<file path="src/rtl/rf_writeback_queue.sv">
// In-order writeback queue feeding the register file's single write port, with forwarding lookup.
// Optional build macro RF_WB_COALESCE_EN: same-register mem+alu pairs collapse into the alu entry.
module rf_writeback_queue #(
    parameter int DEPTH    = 4,
    parameter int NUM_REGS = 14
) (
    input  logic                     clk,
    input  logic                     reset,
    input  logic                     alu_valid,
    input  logic [3:0]               alu_reg,
    input  logic [7:0]               alu_data,
    input  logic                     mem_valid,
    input  logic [3:0]               mem_reg,
    input  logic [7:0]               mem_data,
    output logic                     wb_stall,
    output logic                     rf_write_reg,
    output logic [3:0]               rf_reg_in,
    output logic [7:0]               rf_write_data,
    input  logic [3:0]               fwd_reg,
    output logic                     fwd_hit,
    output logic [7:0]               fwd_data,
    output logic [$clog2(DEPTH):0]   pending_count,
    output logic                     bad_index
);

    localparam int PW = $clog2(DEPTH);
    localparam int CW = PW + 1;
    localparam logic [4:0] NUM_REGS_W = 5'(NUM_REGS);

    logic [3:0]    reg_q  [DEPTH];
    logic [7:0]    data_q [DEPTH];
    logic [PW-1:0] head_q, tail_q;
    logic [CW-1:0] count_q, count_d;
    logic          bad_q, bad_d;

    logic          accept, pop, mem_ok, alu_ok, coalesce, push_mem, push_alu;
    logic [PW-1:0] alu_slot;

    // free = DEPTH - count + (count != 0) drops below 2 only when the queue is completely full.
    assign wb_stall = (count_q == CW'(DEPTH));
    assign accept   = !wb_stall;
    assign pop      = (count_q != '0);

    assign mem_ok = mem_valid && ({1'b0, mem_reg} < NUM_REGS_W);
    assign alu_ok = alu_valid && ({1'b0, alu_reg} < NUM_REGS_W);

`ifdef RF_WB_COALESCE_EN
    assign coalesce = mem_ok && alu_ok && (mem_reg == alu_reg);
`else
    assign coalesce = 1'b0;
`endif

    assign push_mem = accept && mem_ok && !coalesce;
    assign push_alu = accept && alu_ok;
    assign alu_slot = tail_q + PW'(push_mem);

    assign bad_d   = accept && ((mem_valid && !mem_ok) || (alu_valid && !alu_ok));
    assign count_d = count_q + CW'(push_mem) + CW'(push_alu) - CW'(pop);

    assign rf_write_reg  = pop;
    assign rf_reg_in     = pop ? reg_q[head_q]  : 4'd0;
    assign rf_write_data = pop ? data_q[head_q] : 8'd0;
    assign pending_count = count_q;
    assign bad_index     = bad_q;

    always_comb begin : fwd_lookup
        logic [PW-1:0] slot;
        // NOTE: every comb output gets a default before any condition, so no latch is inferred.
        fwd_hit  = 1'b0;
        fwd_data = 8'd0;
        slot     = '0;
        // Walk oldest to youngest so the youngest match overwrites earlier ones.
        for (int i = 0; i < DEPTH; i++) begin
            slot = head_q + PW'(i);
            if ((CW'(i) < count_q) && (reg_q[slot] == fwd_reg)) begin
                fwd_hit  = 1'b1;
                fwd_data = data_q[slot];
            end
        end
    end

    always_ff @(posedge clk) begin
        if (reset) begin
            // NOTE: non-blocking assignments for all state so every register samples pre-edge values.
            head_q  <= '0;
            tail_q  <= '0;
            count_q <= '0;
            bad_q   <= 1'b0;
            // NOTE: storage is cleared too; it is tiny and keeps stale entries from ever being observable.
            for (int i = 0; i < DEPTH; i++) begin
                reg_q[i]  <= 4'd0;
                data_q[i] <= 8'd0;
            end
        end else begin
            if (push_mem) begin
                reg_q[tail_q]  <= mem_reg;
                data_q[tail_q] <= mem_data;
            end
            if (push_alu) begin
                reg_q[alu_slot]  <= alu_reg;
                data_q[alu_slot] <= alu_data;
            end
            tail_q  <= tail_q + PW'(push_mem) + PW'(push_alu);
            head_q  <= head_q + PW'(pop);
            count_q <= count_d;
            bad_q   <= bad_d;
        end
    end

endmodule

</file>
<file path="config.mk">
export PLATFORM = sky130hd
export DESIGN_NAME = rf_writeback_queue
export DESIGN_NICKNAME = d
export VERILOG_FILES = /design/src/rtl/rf_writeback_queue.sv
export SDC_FILE = /design/constraint.sdc
export NUM_CORES = 1
export LEC_CHECK = 0
export ABC_AREA = 1
export CORE_ASPECT_RATIO = 0.8
export CORE_MARGIN = 8
export CORE_UTILIZATION = 50
export CTS_BUF_LIST = sky130_fd_sc_hd__clkbuf_2 sky130_fd_sc_hd__clkbuf_4 sky130_fd_sc_hd__clkbuf_8
export CTS_CLUSTER_SIZE = 16
export DETAILED_ROUTE_END_ITERATION = 8
export PLACE_DENSITY = 0.84
export SLEW_MARGIN = 10
export SYNTH_ARGS = -nofsm -noshare
export SYNTH_HDL_FRONTEND = slang
export SYNTH_SLANG_ARGS = --single-unit
</file>
<file path="constraint.sdc">
create_clock -name clk -period 4.99 [get_ports clk]
set_input_delay 0.499 -clock clk [delete_from_list [all_inputs] [get_ports clk]]
set_output_delay 0.499 -clock clk [all_outputs]
set_load 0.02 [all_outputs]
</file>
**Word level (Yosys, flattened, before mapping)**

Memory sizes are Yosys's and may differ from the RTL's. A register that Yosys moved wholly into a read port is not among the register bits.
Index checks and enable logic that the tools add are counted.
Widths: inputs -> output; s select.

- $add $sub $neg: 9
- Order comparisons: 6
- Eq/ne operators: 5
- Muxes and demuxes: 32
- Reductions and logical operators: 20

Operators by type and width:

| operator | count |
|---|---|
| $mux 8 | 7 |
| $eq 4x4->1 | 4 |
| $mux 1 | 16 |
| $reduce_or 8->1 | 2 |
| $mux 2 | 6 |
| $mux 4 | 3 |
| $logic_and 1x1->1 | 11 |
| $lt 4x4->1 const B | 2 |
| $reduce_or 4->1 | 2 |
| $add 2x1->2 | 3 |
| $add 3x1->3 | 2 |
| $lt 1x3->1 const A | 2 |
| $lt 2x3->1 const A | 2 |
| $add 2x2->2 const B | 2 |
| $eq 3x3->1 const B | 1 |
| $logic_not 1->1 | 3 |
| $reduce_bool 3->1 | 1 |
| $sub 3x1->3 | 1 |
| $add 2x1->2 const B | 1 |
| $logic_or 1x1->1 | 1 |

- Register bits after elaboration: 8
- Bits in writable memories: 48
- Input port bits: 32
- Output and inout bits: 27
- Word-level logic and storage cells: 78
- Memories: 2

Memories:

| memory | words | width | read ports | clocked after Yosys merged registers in | write ports | RTL line | source |
|---|---|---|---|---|---|---|---|
| data_q | 4 | 8 | 4 | 1 | 4 | 31 | `logic [7:0] data_q [DEPTH];` |
| reg_q | 4 | 4 | 4 | 1 | 4 | 30 | `logic [3:0] reg_q [DEPTH];` |

**Depth between registers and ports, before layout**

Gate-level depths: netlist (run 1).

- Depth after elaboration: 8
- Mapped depth: 15
- Mapped depth without buffers: 14

**Worst setup path before layout (run 1)**

No wires, ideal clock.

- Kind: register to register
- Start point: register count_q[2] (netlist: pending_count[2])
- End point: memory data_q[3][0], enable pin
- Setup time: 0.479 ns
- Arrival: 2.810 ns
- Data required time: 4.511 ns
- Path slack: 1.701 ns
- Cell stages (with the launch flop): 12
- Buffers on the path: 1
- Clock period less this slack: 3.289 ns
- Cells stage by stage: dfxtp_1 -> inv_1 -> nor2_1 -> inv_1 -> nand3_1 -> inv_1 -> ha_1 -> xnor2_1 -> inv_1 -> nand3_1 -> clkbuf_1 -> o311ai_0

RTL lines:

| what | RTL line | source |
|---|---|---|
| start, declared | 33 | `logic [CW-1:0] count_q, count_d;` |
| start signal, assigned | 105 | `count_q <= count_d;` |
| end, declared | 31 |  |

**Worst setup path after layout (run 1)**

- Start point: register head_q[1]
- End point: output fwd_data[7]

- Word-level cells in the longest chain between the ends: 7
- Elaborated cells on any way between the ends: 14
- Those cells by class: add/sub (3); eq/ne (3); mux (3); reduce/logical (3); memory (2)

RTL lines:

| what | RTL line | source |
|---|---|---|
| start, declared | 32 | `logic [PW-1:0] head_q, tail_q;` |
| start signal, assigned | 104 | `head_q <= head_q + PW'(pop);` |
| $add 2x1->2 | 74 | `slot = head_q + PW'(i);` |
| $mem_v2 4x4 | - |  |
| $eq 4x4->1 | 75 | `if ((CW'(i) < count_q) && (reg_q[slot] == fwd_reg)) begin` |
| $logic_and 1x1->1 | 75 |  |
| $mux 8 (2 in a row) | 75 |  |
| $mux 8 * | 75 |  |
| end, declared | 21 | `output logic [7:0] fwd_data,` |

Mark *: on every way between the ends. The rest lies on a longest branch, timed or not.

==> results.sh, run 1 <==
export IMPL_synth_nets=758
export IMPL_htree_levels=2
export IMPL_worst_hold_path_endpoint="pending_count[0]"
export IMPL_ant_nets=0
export IMPL_layoutNonFillerInstCount=866
export IMPL_cts_made_buffers=5
export IMPL_seq_area_um2=1600
export IMPL_post_route_period_util=0.773
export IMPL_setup_viol=0
export IMPL_hold_depth=3
export IMPL_gp_congestion=0.860
export IMPL_worst_path_max_fanout=42
export IMPL_die_y_um=102
export IMPL_peakVddDrop_mv=0.252
export IMPL_hold_viol_final=0
export IMPL_final_common_cell="nand2_1"
export IMPL_rsz0062_at_grt="false"
export IMPL_sw_frac_of_total=0.511
export IMPL_dpl_worst_slack_ns=1.27
export IMPL_syn_area_um2=4670
export IMPL_nets=789
export IMPL_grt_pass1_wl_um=19800
export IMPL_synth_fa_ha_area_frac=0.0220
export IMPL_fin_tns_setup_ns=0
export IMPL_grt_max_degree=84
export IMPL_yosysSeqAreaShare=0.343
export IMPL_core_area_um2=9080
export IMPL_status="complete, no violations"
export IMPL_crit_path_start_kind="flip-flop"
export IMPL_via_per_inst=5.40
export IMPL_r2r_start="pending_count[2]"
export IMPL_multi_input_area_um2=2540
export IMPL_first_pass_iters=5
export IMPL_use_met3=0.0188
export IMPL_p_seq_frac=0.254
export IMPL_antenna_found_initial=0
export IMPL_dp_hpwl_um=9800
export IMPL_drive_gt1_frac=0.0413
export IMPL_clk_pin_slew_ns=0.10
export IMPL_p_leak_uw=0.00244
export IMPL_ctsRootBufferMaster="clkbuf_8"
export IMPL_io_pins=59
export IMPL_min_period_ns=3.86
export IMPL_synth_seq_cells=56
export IMPL_p_clk_frac=0.087
export IMPL_syn_inst=719
export IMPL_wl_um=12300
export IMPL_critPathKind="reg2out"
export IMPL_synthMuxAreaShare=0.0107
export IMPL_cts_resized=0
export IMPL_die_x_um=124
export IMPL_cts_buffer_depth=2
export IMPL_r2r_cells=10
export IMPL_rows=31
export IMPL_grt_ovfl_total=0
export IMPL_tightest_slew_ns=1.12
export IMPL_synth_compound_area_frac=0.138
export IMPL_fin_ws_ns=1.13
export IMPL_mostFrequentLayoutCells="261 x nand2_1, 85 x inv_1, 83 x o21ai_0, 70 x nor2_1, 58 x clkdlybuf4s50_1"
export IMPL_grt_pass1_vias=4073
export IMPL_post_cts_buffers=0
export IMPL_max_freq_mhz=259
export IMPL_clk_latency_ns=0.31
export IMPL_first_iter_violations=467
export IMPL_max_slew_margin=0.248
export IMPL_switching_power_uw=1450
export IMPL_synth_area_per_cell_um2=6.50
export IMPL_grt_use_total=0.192
export IMPL_floorplan_initialDensity=0.515
export IMPL_antenna_cells=0
export IMPL_clock_skew_ns=0.00357
export IMPL_cp_startpoint="head_q[1]"
export IMPL_grt_use_met1=0.286
export IMPL_avgRoutedWirePerCell_um=14.1
export IMPL_pwr_share_comb=0.659
export IMPL_synth_top_area_share=0.308
export IMPL_place_inst=858
export IMPL_drc_errors=0
export IMPL_cp_arrival_ns=3.36
export IMPL_grt_busiest_layer="met2"
export IMPL_ys_warnings_count=0
export IMPL_yosysTopAreaCell="edfxtp_1"
export IMPL_ys_top_cells_by_area="edfxtp_1 31%, nand2_1 21%, o21ai_0 8.9%"
export IMPL_clock_sinks=56
export IMPL_io_buffers=58
export IMPL_min_delay_path_class="reg2reg"
export IMPL_synthSimpleGateAreaFrac=0.362
export IMPL_rrSetupSlack_ns=1.57
export IMPL_cts_tree="yes"
export IMPL_nFillCells=845
export IMPL_cap_violations=0
export IMPL_use_met2=0.292
export IMPL_timing_rr_end="reg_q[2][1]"
export IMPL_hold_buffers=0
export IMPL_end_kind="output pin"
export IMPL_synth_main_ff_cell="edfxtp_1"
export IMPL_hp_start="pending_count[0]"
export IMPL_ys_types=35
export IMPL_syn_to_final_growth_pct=13.4
export IMPL_synth_edf_count=48
export IMPL_num_vias=4678
export IMPL_synth_top_family_by_area="simple AND/OR/NAND/NOR gates"
export IMPL_p_int_uw=1390
export IMPL_dieArea_um2=12700
export IMPL_async_flop_share=0
export IMPL_synth_xor_area_frac=0.0112
export IMPL_p_per_area_nw_per_um2=535
export IMPL_crit_required_ns=4.49
export IMPL_drv_slew=0
-- cells in the mapped netlist, types with 2 or more instances --
master,n
o22ai_1,24
buf_1,2
xnor2_1,2
nand3_2,4
o211ai_1,3
buf_2,14
clkbuf_1,12
nor2_1,70
nand2_2,6
o21ai_1,4
inv_2,2
edfxtp_1,48
nor2_2,3
fa_1,2
buf_6,6
xor2_1,4
mux2i_1,5
dfxtp_1,8
nand3_1,44
a21oi_1,2
o21ai_0,83
nor2_4,2
buf_4,2
nand3b_1,8
nand2_1,261
inv_1,85
ha_1,5
-- power by group through the flow --
stage | Combinational [uW] | Clock, uW | Sequential (uW)
2_1_floorplan | 1360 | 0 | 702
3_3_place_gp | 1780 | 0 | 724
3_5_place_dp | 1850 | 0 | 730
4_1_cts | 1850 | 250 | 718
5_1_grt | 2080 | 270 | 733
6_report | 1870 | 247 | 721
-- cells by family (layout without fill, tap and decap cells) --
family / after synthesis / count (layout)
xor+xnor: 6 / 6
simple gates: 403 / 403
fa+ha+maj: 7 / 7
flops: 56 / 56
compound gates: 119 / 119
buf+inv: 123 / 155
mux: 5 / 5
-- layer usage --
metal / part of all wire / up-vias
li1: - / 2374
met1: 0.49 / 2088
met2: 0.43 / 205
met3: 0.073 / 11
met4: 0.0097 / 0
met5: 0 / -
-- stage by stage --
| step | total power [uW] | hold WS, ns | instance area (um2) | util |
|---|---|---|---|---|
| final | 2830 | 0.750 | 5300 | 0.584 |
| after global routing | 3090 | 0.827 | 5300 | 0.584 |
| after CTS | 2820 | 0.747 | 5300 | 0.584 |
| after detailed placement | 2580 | 0.724 | 5210 | 0.574 |
| after global placement | 2510 | 0.714 | 5210 | 0.574 |
| after floorplan | 2060 | 0.578 | 4670 | - |
-- worst max path at each step --
stage / cells past startpoint / to
floorplan: 11 / data_q[3][0]
global placement: 8 / data_q[0][3]
detailed placement: 9 / data_q[2][5]
CTS: 14 / fwd_data[7]
global route: 14 / fwd_data[2]
finish: 12 / fwd_data[7]
-- sequential cells by signal, indices dropped and copies added, names as in the netlist --
register	flops
data_q	32
reg_q	16
pending_count	3
head_q	2
tail_q	2
bad_index	1
-- final cells by class --
class                      instances  share of cell area
clock inverter                     3             0.00401
tap                              115              0.0272
sequential                        56               0.302
inverter                          87              0.0616
timing repair buffer              60               0.112
clock buffer                       5              0.0130
multi-input combinational        540               0.479
-- worst max-delay path: stages (launching register included) --
cell and delay (ns):
dfxtp_1 0.61, inv_2 0.35, nand2_1 0.16, nand2_2 0.30, nand2_1 0.15, o21ai_1 0.08
xor2_1 0.16, nor2_1 0.11, nand3_2 0.19, inv_2 0.19, nand2_1 0.08, nand2_1 0.07
clkdlybuf4s50_1 0.60
Note: power is estimated with default switching activity, not from simulation.
==> run 2: changes to the inputs <==
==> constraint.sdc (replaced) <==
create_clock -name clk -period 3.77 [get_ports clk]
set_input_delay 0.377 -clock clk [delete_from_list [all_inputs] [get_ports clk]]
set_output_delay 0.377 -clock clk [all_outputs]
set_load 0.02 [all_outputs]
==> results.sh, run 2 (same netlist as run 1, synthesis figures left out) <==
export IMPL_status="complete, no violations"
export IMPL_final_common_cell="nand2_1"
export IMPL_rrSetupSlack_ns=0.69
export IMPL_fin_tns_setup_ns=0
export IMPL_avgRoutedWirePerCell_um=14.8
export IMPL_antenna_found_initial=0
export IMPL_largest_register_ffs=32
export IMPL_num_vias=4785
export IMPL_setup_viol=0
export IMPL_drv_slew=0
export IMPL_htree_levels=2
export IMPL_io_buffers=58
export IMPL_max_slew_margin=0.207
export IMPL_dp_hpwl_um=10300
export IMPL_cp_arrival_ns=3.06
export IMPL_critPathKind="reg2out"
export IMPL_clk_latency_ns=0.32
export IMPL_timing_rr_end="data_q[0][1]"
export IMPL_io_pins=59
export IMPL_drive_gt1_frac=0.0526
export IMPL_end_kind="output pin"
export IMPL_layoutNonFillerInstCount=875
export IMPL_rows=31
export IMPL_drc_errors=0
export IMPL_grt_pass1_wl_um=20900
export IMPL_post_route_period_util=0.912
export IMPL_floorplan_initialDensity=0.515
export IMPL_clk_pin_slew_ns=0.10
export IMPL_p_leak_uw=0.00248
export IMPL_max_freq_mhz=291
export IMPL_p_per_area_nw_per_um2=717
export IMPL_grt_max_degree=68
export IMPL_core_area_um2=9080
export IMPL_clock_sinks=56
export IMPL_min_delay_path_class="in2reg"
export IMPL_r2r_cells=9
export IMPL_peakVddDrop_mv=0.364
export IMPL_tightest_slew_ns=1.19
export IMPL_worst_path_max_fanout=20
export IMPL_grt_pass1_vias=4176
export IMPL_ant_nets=0
export IMPL_crit_path_start_kind="flip-flop"
export IMPL_crit_required_ns=3.39
export IMPL_r2r_start="pending_count[2]"
export IMPL_mostFrequentLayoutCells="261 x nand2_1, 85 x inv_1, 83 x o21ai_0, 70 x nor2_1, 58 x clkdlybuf4s50_1"
export IMPL_post_cts_buffers=0
export IMPL_cts_made_buffers=5
export IMPL_dieArea_um2=12700
export IMPL_cts_buffer_depth=2
export IMPL_first_iter_violations=558
export IMPL_crit_end="fwd_data[5]"
export IMPL_grt_ovfl_total=0
export IMPL_syn_to_final_growth_pct=15.3
export IMPL_grt_use_total=0.206
export IMPL_die_y_um=102
export IMPL_ctsRootBufferMaster="clkbuf_8"
export IMPL_min_period_ns=3.44
export IMPL_antenna_cells=0
export IMPL_hold_viol_final=0
export IMPL_gp_congestion=0.932
export IMPL_max_flop_register="data_q"
export IMPL_nets=798
export IMPL_die_x_um=124
export IMPL_cts_tree="yes"
export IMPL_place_inst=867
export IMPL_clock_skew_ns=0.00653
export IMPL_first_pass_iters=5
export IMPL_via_per_inst=5.47
export IMPL_cap_violations=0
export IMPL_rsz0062_at_grt="false"
export IMPL_cp_startpoint="head_q[0]"
export IMPL_wl_um=13000
==> run 2: cell count changes in the layout (fill, tap and decap cells not counted), sizes merged <==
cell	before	now
buf	2	11
==> run 2: how the worst min path moves through the flow <==
stage | start | endpoint | slack (ns) | cells after the start
finish | mem_valid | bad_index | 0.75 | 3
global route | alu_valid | bad_index | 0.73 | 3
CTS | alu_valid | bad_index | 0.72 | 3
detailed placement | head_q[1] | head_q[1] | 0.74 | 3
global placement | pending_count[1] | pending_count[1] | 0.72 | 4
floorplan | alu_valid | bad_index | 0.53 | 2
==> run 2: critical path, cell delays in order, from the launching register on <==
cell and delay (ns):
dfxtp_4 0.42, inv_1 0.26, buf_4 0.24, nand2_1 0.10, nand2_4 0.19, nand2_1 0.12
nand3_1 0.09, nand2_1 0.06, nor2_2 0.12, nand3_4 0.19, nor2_1 0.16, nor2_1 0.05
nand2_1 0.06, nand2_1 0.04, nand2_1 0.05, clkdlybuf4s50_1 0.60
==> run 2: where the power goes <==
part           switching [uW]  total, uW  internal (uW)
registers                 119        965            846
logic                    1660       2550            892
clock network             213        350            137
total                    1990       3860           1870
==> run 2: area by class of cell <==
| type | count | area [um2] |
|---|---|---|
| Inverter | 87 | 327 |
| Sequential cell | 56 | 1610 |
| Clock inverter | 3 | 27.5 |
| Timing Repair Buffer | 69 | 667 |
| Clock buffer | 5 | 68.8 |
| Tap cell | 115 | 144 |
| Multi-Input combinational cell | 540 | 2550 |
| Fill cell | 853 | 3690 |
==> run 2: stage by stage <==
step / hold WS, ns / worst slack (ns) / util / total power, uW / cell area (um2)
6_report: 0.752 / 0.330 / 0.594 / 3860 / 5390
5_1_grt: 0.731 / 0.0453 / 0.594 / 4190 / 5390
4_1_cts: 0.723 / 0.135 / 0.592 / 3810 / 5370
3_5_place_dp: 0.737 / 0.498 / 0.581 / 3470 / 5280
3_3_place_gp: 0.723 / 0.595 / 0.581 / 3380 / 5280
2_1_floorplan: 0.525 / 0.481 / - / 2730 / 4670
==> run 2: metal layers <==
layer  global-route usage  wire length, um
met4               0.0611              223
met5                    0                0
met3               0.0254             1230
met1                0.304             6030
met2                0.305             5510
==> run 2: timing repair <==
item                                    4_1_cts  5_1_grt
gates resized for setup                       0        4
hold buffers                                  0        0
endpoints found under the hold margin         0        0
endpoints found under the setup margin        0        8
